<file path="src/rtl/dest_pkg.sv">
`default_nettype none
// ---------------------------------------------------------------------------
// dest_pkg : ready-mode / wrap-mode constants and count-width helper
// Rev 1.0
// ---------------------------------------------------------------------------
package dest_pkg;

  localparam int RDY_AFTER_VALID = 0;
  localparam int RDY_FREE        = 1;

  localparam int WR_STOP = 0;
  localparam int WR_WRAP = 1;

  // Occupancy counter must be able to represent DEPTH itself.
  function automatic int cnt_w(input int depth);
    return $clog2(depth + 1);
  endfunction

endpackage
`default_nettype wire

</file>
<file path="src/rtl/destination_v2_bit_sync.sv">
`default_nettype none
// ---------------------------------------------------------------------------
// bit_sync : STAGES-deep single-bit synchroniser with async active-low reset
// Rev 1.0
// ---------------------------------------------------------------------------
module bit_sync #(
  parameter int STAGES = 2
) (
  input  logic clk,
  input  logic rst_n,
  input  logic d,
  output logic q
);

  logic [STAGES-1:0] chain;

  always_ff @(posedge clk or negedge rst_n) begin
    if (!rst_n) chain <= '0;
    else        chain <= {chain[STAGES-2:0], d};
  end

  assign q = chain[STAGES-1];

endmodule
`default_nettype wire

</file>
<file path="src/rtl/destination_v2.sv">
`default_nettype none
// ---------------------------------------------------------------------------
// destination_v2 : valid/ready sink capturing beats into a DEPTH-entry buffer
// Rev 1.0
// ---------------------------------------------------------------------------
module destination_v2
  import dest_pkg::*;
#(
  parameter int WIDTH       = 8,
  parameter int DEPTH       = 256,
  parameter int READY_MODE  = RDY_AFTER_VALID,
  parameter int WRAP        = WR_STOP,
  parameter int SYNC_STAGES = 2
) (
  input  logic                     clk,
  input  logic                     s_rst_n,
  input  logic                     idle,
  input  logic                     clear,
  input  logic                     valid,
  input  logic [WIDTH-1:0]         data_in,
  output logic                     ready,
  output logic                     full,
  output logic [cnt_w(DEPTH)-1:0]  wr_count,
  output logic                     overflow,
  input  logic [$clog2(DEPTH)-1:0] rd_addr,
  output logic [WIDTH-1:0]         rd_data
);

  localparam int            AW        = $clog2(DEPTH);
  localparam int            CW        = cnt_w(DEPTH);
  localparam logic [AW-1:0] LAST_ADDR = AW'(DEPTH - 1);
  localparam logic [CW-1:0] DEPTH_CNT = CW'(DEPTH);
  localparam bit            WRAP_EN   = (WRAP == WR_WRAP);
  localparam bit            FREE_RDY  = (READY_MODE == RDY_FREE);

  logic             idle_s;
  logic [AW-1:0]    wr_addr, wr_addr_nxt, wr_ptr;
  logic [CW-1:0]    wr_count_nxt;
  logic             xfer, at_last, stop, rd_hit;
  logic             ready_nxt, full_nxt, overflow_nxt;
  logic [WIDTH-1:0] mem [DEPTH];

  bit_sync #(.STAGES(SYNC_STAGES)) u_idle_sync (
    .clk  (clk),
    .rst_n(s_rst_n),
    .d    (idle),
    .q    (idle_s)
  );

  always_comb begin
    xfer         = valid & ready;
    at_last      = (wr_addr == LAST_ADDR);
    // A clear redirects a coincident beat to entry 0 so it is not lost.
    wr_ptr       = clear ? '0 : wr_addr;
    stop         = ~clear & (full | (xfer & at_last & ~WRAP_EN));
    ready_nxt    = (FREE_RDY | valid) & idle_s & ~stop;
    rd_hit       = (CW'(rd_addr) < wr_count);
    wr_addr_nxt  = wr_addr;
    wr_count_nxt = wr_count;
    full_nxt     = full;
    overflow_nxt = overflow;
    if (clear) begin
      wr_addr_nxt  = xfer ? AW'(1) : '0;
      wr_count_nxt = xfer ? CW'(1) : '0;
      full_nxt     = 1'b0;
      overflow_nxt = 1'b0;
    end else begin
      if (xfer) begin
        if (!at_last)     wr_addr_nxt = wr_addr + 1'b1;
        else if (WRAP_EN) wr_addr_nxt = '0;
        if (wr_count != DEPTH_CNT) wr_count_nxt = wr_count + 1'b1;
        // Count already at DEPTH means this beat lands on live data.
        if (WRAP_EN && wr_count == DEPTH_CNT) overflow_nxt = 1'b1;
        if (!WRAP_EN && at_last)              full_nxt     = 1'b1;
      end
      if (!WRAP_EN && full && valid) overflow_nxt = 1'b1;
    end
  end

  always_ff @(posedge clk or negedge s_rst_n) begin
    if (!s_rst_n) begin
      ready    <= 1'b0;
      full     <= 1'b0;
      overflow <= 1'b0;
      wr_count <= '0;
      wr_addr  <= '0;
      rd_data  <= '0;
    end else begin
      ready    <= ready_nxt;
      full     <= full_nxt;
      overflow <= overflow_nxt;
      wr_count <= wr_count_nxt;
      wr_addr  <= wr_addr_nxt;
      rd_data  <= rd_hit ? mem[rd_addr] : '0;
    end
  end

  always_ff @(posedge clk) begin
    if (xfer) mem[wr_ptr] <= data_in;
  end

endmodule
`default_nettype wire
</file>
<file path="config.mk">
export PLATFORM = sky130hd
export DESIGN_NAME = destination_v2
export DESIGN_NICKNAME = d
export VERILOG_FILES = /design/src/rtl/dest_pkg.sv /design/src/rtl/destination_v2_bit_sync.sv /design/src/rtl/destination_v2.sv
export SDC_FILE = /design/constraint.sdc
export NUM_CORES = 2
export LEC_CHECK = 0
export CAP_MARGIN = 20
export CELL_PAD_IN_SITES_DETAIL_PLACEMENT = 1
export CELL_PAD_IN_SITES_GLOBAL_PLACEMENT = 2
export CORE_MARGIN = 2
export CORE_UTILIZATION = 45
export DETAILED_ROUTE_END_ITERATION = 6
export GPL_TIMING_DRIVEN = 1
export PLACE_DENSITY = 0.75
export RECOVER_POWER = 25
export SLEW_MARGIN = 20
export SYNTH_ARGS = -nofsm -noshare
export SYNTH_HDL_FRONTEND = slang
export SYNTH_HIERARCHICAL = 1
export SYNTH_SLANG_ARGS = --single-unit
</file>
<file path="constraint.sdc">
create_clock -name clk -period 5.8 [get_ports clk]
set_clock_uncertainty 0.2 [all_clocks]
set_input_delay 1.45 -clock clk [delete_from_list [all_inputs] [get_ports clk]]
set_output_delay 1.45 -clock clk [all_outputs]
set_load 0.05 [all_outputs]
</file>
Word-level counts from Yosys, hierarchy flattened
Memories as Yosys holds them, arrays and structs flattened.
Cells that the tools add are included.
{ "op_classes": {"shifts": 0, "div_mod_pow": 0, "multipliers": 0, "n_mux": 17, "reduce_logical": 8, "addsub": 2, "n_eq_ne": 3, "bitwise_logic": 8, "magnitude_cmp": 1} }
{ "op_table": {"columns": ["operator", "count"], "rows": [
  ["$mux 8", 5],
  ["$mux 9", 3],
  ["$add 9x1->9 const B", 1],
  ["$lt 8x9->1", 1],
  ["$mux 1", 9],
  ["$ne 9x9->1 const B", 1],
  ["$add 8x1->8 const B", 1],
  ["$eq 8x8->1 const B", 1],
  ["$reduce_bool 2->1", 4],
  ["$reduce_and 2->1", 3],
  ["$and 1x1->1", 5],
  ["$ne 2x2->1 const B", 1],
  ["$not 1->1", 2],
  ["$logic_and 1x1->1", 1],
  ["$or 1x1->1", 1]
]} }
{ "totals": {"ramBits": 2048, "wordCells": 47, "mem_bits_ro": 0, "memories": 1, "input_bits": 21, "latchBits": 0, "out_inout_bits": 20, "regBits": 30} }
{ "mem_list": {"columns": ["memory", "words", "word_bits", "read_ports", "rd_clocked_by_memory_dff", "wr", "line_no", "text"], "rows": [
  ["mem", 256, 8, 1, 0, 1, "destination_v2.sv:41", "logic [WIDTH-1:0] mem [DEPTH];"]
]} }

Logic depth before layout (Yosys ltp)
{ "depth": {"depth_word": 6, "depth_mapped": 12, "mapped_depth_nobuf": 9} }

Cells and area by module
Netlist, hierarchy kept.
{ "by_module_without_submodules": {"columns": ["module", "instances", "area_each_um2", "seq_area_each_um2", "cells_each"], "rows": [
  ["destination_v2", 1, 81580.7, 62199.7, 4282],
  ["bit_sync", 1, 50.0, 50.0, 2]
]} }

Worst setup path after synthesis
No wires, ideal clock.
{ "synth_path": {"path_kind": "input to register", "from": "in clear", "to": "mem mem[109][0] (enable)", "required_time_ps": 5230, "cell_stages": 8, "arrival_ps": 3101, "n_path_buf": 4, "setup_slack_ps": 2129, "setup_ps": 370, "path_cell_list": "buf_2 nor2b_1 clkbuf_1 nor2b_1 clkbuf_1 nand4_1 clkbuf_1 nor2_1"} }
{ "synth_between": {"elab_chain_len": 1} }
{ "synth_lines": {"columns": ["item", "line_no", "text"], "rows": [
  ["start: declaration", "destination_v2.sv:18", "input logic clear,"],
  ["$mux 8", "destination_v2.sv:54", "wr_ptr = clear ? '0 : wr_addr;"],
  ["end: declaration", "destination_v2.sv:41", null]
]} }
Every way passes these cells.

Worst setup path after layout
{ "layout_path": {"from": "in rd_addr[1]", "to": "reg rd_data[6]"} }
{ "layout_between": {"elab_chain_len": 2, "word_cells_on_any_way": 3, "cone_classes": "1 x order compare; 1 x mux; 1 x memory"} }
{ "layout_lines": {"columns": ["item", "line_no", "text"], "rows": [
  ["start: declaration", "destination_v2.sv:25", "input logic [$clog2(DEPTH)-1:0] rd_addr,"],
  ["$mem_v2 256x8 or $lt 8x9->1 (tied branches)", null, null],
  ["$mux 8 *", "destination_v2.sv:94", "rd_data <= rd_hit ? mem[rd_addr] : '0;"],
  ["end signal: assignment", "destination_v2.sv:94", null],
  ["end: declaration", "destination_v2.sv:26", "output logic [WIDTH-1:0] rd_data"]
]} }
Mark *: on every way between the ends. The rest lies on a longest branch, timed or not.
A chain may end at the register's enable or synchronous reset.

==> impl_metrics.prom <==
# TYPE chip_impl_metric gauge
chip_impl_metric{name="clk_latency_worst_skew_pair",unit="ns"} 0.86
chip_impl_info{name="rsz0062_at_grt",value="false"} 1
chip_impl_metric{name="worst_setup_hold_path_clk_slew",unit="ns"} 0.07
chip_impl_metric{name="synthMuxAreaShare",unit="%"} 13.35
chip_impl_metric{name="fin_hold_ws",unit="ns"} 0.1562
chip_impl_metric{name="clock_tree.buffer_depth",unit=""} 3
chip_impl_metric{name="postRouteAntennaNets",unit=""} 0
chip_impl_metric{name="detail_route.vias_per_cell",unit=""} 6.005
chip_impl_metric{name="layout_cell_share_with_drive_strength_beyond_1",unit="%"} 17.34
chip_impl_metric{name="cellPowerDensity",unit="nW/um^2"} 340.4
chip_impl_metric{name="path_max_fanout",unit=""} 61
chip_impl_info{name="tritoncts",value="done"} 1
chip_impl_metric{name="summed_instance_area_of_the_synthesized_netlist",unit="sq um"} 81630
chip_impl_metric{name="core_area",unit="sq um"} 180500
chip_impl_metric{name="area_growth_syn_to_layout",unit="%"} 12.98
chip_impl_metric{name="die_area",unit="sq um"} 184800
chip_impl_metric{name="power.share.sequential",unit="%"} 52.7
chip_impl_metric{name="internal-power",unit="mW"} 24.61
chip_impl_metric{name="post-route-drc-count",unit=""} 0
chip_impl_metric{name="grt-ovfl-total",unit=""} 0
chip_impl_metric{name="timing_hold_violations_final",unit=""} 0
chip_impl_metric{name="fraction_of_the_mapped_netlist_area_in_compound_gates",unit="%"} 5.359
chip_impl_metric{name="synth_enable_flop_cells",unit=""} 2048
chip_impl_metric{name="cts_buffers",unit=""} 206
chip_impl_metric{name="cts_resized",unit=""} 0
chip_impl_metric{name="post_cts_buffers",unit=""} 0
chip_impl_metric{name="dp_slack",unit="ns"} 0.7792
chip_impl_metric{name="maximum_number_of_pins_on_one_net_before_global_route_repair",unit=""} 136
chip_impl_metric{name="post-route-min-period",unit="ns"} 4.309
chip_impl_metric{name="power.ir.vdd_worst",unit="mV"} 0.3081
chip_impl_metric{name="switching_share",unit="%"} 21.62
chip_impl_metric{name="seq_area",unit="sq um"} 62250
chip_impl_metric{name="yosys_register_bits",unit=""} 2078
chip_impl_metric{name="power.total",unit="mW"} 31.40
chip_impl_metric{name="number_of_endpoints_failing_setup_at_the_final_stage",unit=""} 0
chip_impl_metric{name="critPathRequiredTime",unit="ns"} 6.31
chip_impl_metric{name="power.clock.fraction",unit="%"} 42.2
chip_impl_metric{name="synth_fa_ha_area_share",unit="%"} 0.1533
chip_impl_metric{name="synth-xor-area-share",unit="%"} 0.1073
chip_impl_metric{name="r2r_cells",unit=""} 4
chip_impl_info{name="timing.rr.end",value="mem[5][0]$_DFFE_PP_"} 1
chip_impl_metric{name="synth-simple-area-share",unit="%"} 2.745
chip_impl_metric{name="clock_sinks",unit=""} 2078
chip_impl_metric{name="synth_nets",unit=""} 4315
chip_impl_metric{name="worstMarginPinSlew",unit="ns"} 3.366
chip_impl_metric{name="timing.final.ws_setup",unit="ns"} 1.491
chip_impl_metric{name="routed_wire_length_per_instance",unit="um"} 30.95
chip_impl_metric{name="timing.final.crit_share",unit="%"} 74.29
chip_impl_metric{name="tritonroute_pass_1_iters",unit=""} 5
chip_impl_metric{name="htree_levels",unit=""} 4
chip_impl_metric{name="postLayoutCoreUtil",unit="%"} 51.08
chip_impl_metric{name="netlist_instances",unit=""} 4284
chip_impl_info{name="cp-start-kind",value="primary input"} 1
chip_impl_metric{name="finalWeightedCongestion",unit=""} 0.8543
chip_impl_info{name="endpoint_kind",value="register"} 1
chip_impl_metric{name="power.net_switching",unit="mW"} 6.788
chip_impl_metric{name="die_h",unit="um"} 429.9
chip_impl_info{name="min_from",value="u_idle_sync/chain[0]$_DFF_PN0_"} 1
chip_impl_metric{name="max_cap_violations",unit=""} 8
chip_impl_metric{name="wirelength",unit="um"} 217700
chip_impl_metric{name="setup_tns",unit="ns"} 0
chip_impl_metric{name="number_of_global_route_vias_before_repair",unit=""} 44455
chip_impl_info{name="final_cell_mix",value="2048 x edfxtp_1, 512 x mux2i_1, 282 x nor2_1"} 1
chip_impl_info{name="timing.setup.critical_path_class",value="in2reg"} 1
chip_impl_metric{name="multi_input_comb_area",unit="sq um"} 17760
chip_impl_metric{name="yosysSeqAreaShare",unit="%"} 76.26
chip_impl_info{name="run_status",value="complete, but fails checks"} 1
chip_impl_info{name="final_common_cell",value="edfxtp_1"} 1
chip_impl_metric{name="antenna_found_initial",unit=""} 3
chip_impl_metric{name="grt_first_pass_wirelength",unit="um"} 319500
chip_impl_info{name="clk_root_buffer_cell",value="clkbuf_16"} 1
chip_impl_metric{name="die_width",unit="um"} 429.9
chip_impl_metric{name="r2r_setup_slack",unit="ns"} 2.31
chip_impl_metric{name="avgSynthCellArea",unit="sq um"} 19.05
chip_impl_info{name="synthFlopType",value="edfxtp_1"} 1
chip_impl_metric{name="detailed_place_hpwl",unit="um"} 135000
chip_impl_info{name="min_path_type",value="reg2reg"} 1
chip_impl_metric{name="first_iter_violations",unit=""} 3937
chip_impl_metric{name="power_leakage",unit="nW"} 29.87
chip_impl_metric{name="fillerInstances",unit=""} 16161
chip_impl_metric{name="synth.yosys.warnings",unit=""} 6
chip_impl_info{name="timing.hold.worst_endpoint",value="u_idle_sync/chain[1]$_DFF_PN0_"} 1
chip_impl_metric{name="max_slew_margin",unit="%"} -124.4
chip_impl_metric{name="slew_viol_final",unit=""} 789
chip_impl_metric{name="rows",unit=""} 156
chip_impl_metric{name="synth.lib_cells_used.distinct",unit=""} 42
chip_impl_metric{name="hold_buffers",unit=""} 0
chip_impl_info{name="failed_checks",value="capacitance limit, slew limit"} 1
chip_impl_info{name="synth_top_family_by_area",value="multiplexers"} 1
chip_impl_metric{name="floorplan.io_pins",unit=""} 41
chip_impl_metric{name="groute.usage.overall",unit="%"} 23.68
chip_impl_metric{name="share_comb_of_total_power",unit="%"} 5.1
chip_impl_metric{name="maxClockFrequency",unit="MHz"} 232.1
chip_impl_metric{name="design.final.nets",unit=""} 4515
chip_impl_metric{name="floorplan.initialDensity",unit="%"} 45.21
chip_impl_metric{name="min_delay_path_depth",unit=""} 0
chip_impl_metric{name="via_count",unit=""} 42240
chip_impl_metric{name="postSynth.asyncResetShare",unit="%"} 1.444
chip_impl_metric{name="place.port_buffers",unit=""} 40
chip_impl_info{name="timing.rr.start",value="wr_addr[0]$_DFFE_PN0P_"} 1
chip_impl_metric{name="arrival",unit="ns"} 4.82
-- Yosys cell counts (all sizes together) (2+ instances only) --
master  instances  share of area (%)
xor2            3              0.032
and2            2              0.015
a211oi         97               0.89
clkbuf        147               0.68
mux2i         512                6.3
inv            12              0.055
dfrtp          30               0.92
nor2b           9              0.069
or2             3              0.023
a21o            2              0.018
xnor2           7              0.075
a21boi          2              0.018
nand3b          2              0.018
nand2b          5              0.038
ha             10               0.15
nand3          23               0.14
nand4          17               0.13
and3            3              0.023
a22oi           9              0.083
nor4           17               0.13
mux4          256                7.1
and4            2              0.021
or3             2              0.015
o22ai         129               0.99
nand2         170               0.78
nor2          283                1.3
a21oi          72               0.44
edfxtp       2048                 75
buf           129                1.3
o21ai           7              0.043
o221ai        264                2.8
nor3            4              0.025
-- cell families (layout without fill, tap and decap cells) --
kind of cell,count (synthesis),in the layout
xor gates and xnor gates,10,10
muxes,769,769
buffers and inverters,288,665
and+or+nand+nor,543,543
AOI/OAI and AO/OA,586,586
adders and majority gates,10,10
other,0,3
DFF,2078,2078
-- power groups by stage --
stage | registers, mW | logic (mW) | clock network (mW)
floorplan | 16.8 | 0.841 | 0
global placement | 16.8 | 1.59 | 0
detailed placement | 16.8 | 1.62 | 0
CTS | 16.5 | 1.63 | 13.4
global route | 16.5 | 1.70 | 14.0
finish | 16.5 | 1.61 | 13.3
-- layer usage --
metal	global-route usage, %	up-vias	wire [um]
li1	-	18098	-
met1	32.80	22456	92360
met2	38.56	1371	105900
met3	4.123	315	13070
met4	7.135	0	6353
met5	0	-	0
-- layout make-up --
type                       instances  share of cell area (%)
antenna                            3                0.008140
sequential                      2078                   67.50
multi-input combinational       1918                   19.26
clock inverter                   125                   1.330
inverter                          12                 0.05155
tap                             2370                   3.215
clock buffer                     260                   5.930
timing repair buffer             268                   2.705
-- worst max-delay path by stage --
stage,start,end,cells past startpoint,slack (ns)
finish,rd_addr[1],rd_data[6]$_DFF_PN0_,10,1.49
global route,data_in[5],mem[51][5]$_DFFE_PP_,2,1.30
CTS,rd_addr[1],rd_data[4]$_DFF_PN0_,11,1.71
detailed placement,rd_addr[6],rd_data[2]$_DFF_PN0_,7,0.78
global placement,rd_addr[0],rd_data[7]$_DFF_PN0_,10,0.83
floorplan,clear,mem[109][0]$_DFFE_PP_,8,2.13
-- critical path: stages --
cell and delay, ns:
buf_8 0.36, buf_12 0.36, ha_1 0.20, o21ai_0 0.07, a21boi_0 0.25, o211ai_1 0.13
a21boi_0 0.63, o21ai_1 0.40, a22oi_1 0.51, o221ai_1 0.20
-- per-stage QoR --
stage               std cells  area (sq um)
floorplan                4284         81630
global placement         6646         85600
detailed placement       6646         85600
CTS                      7031         92290
global route             7032         92220
finish                   7034         92220
-- sequential cells by signal (all words and copies together), names as in the netlist --
signal and flops:
full 1, mem 2048, overflow 1, rd_data 8, ready 1, u_idle_sync/chain 2, wr_addr 8, wr_count 9
(Power assumes the default switching activity.)
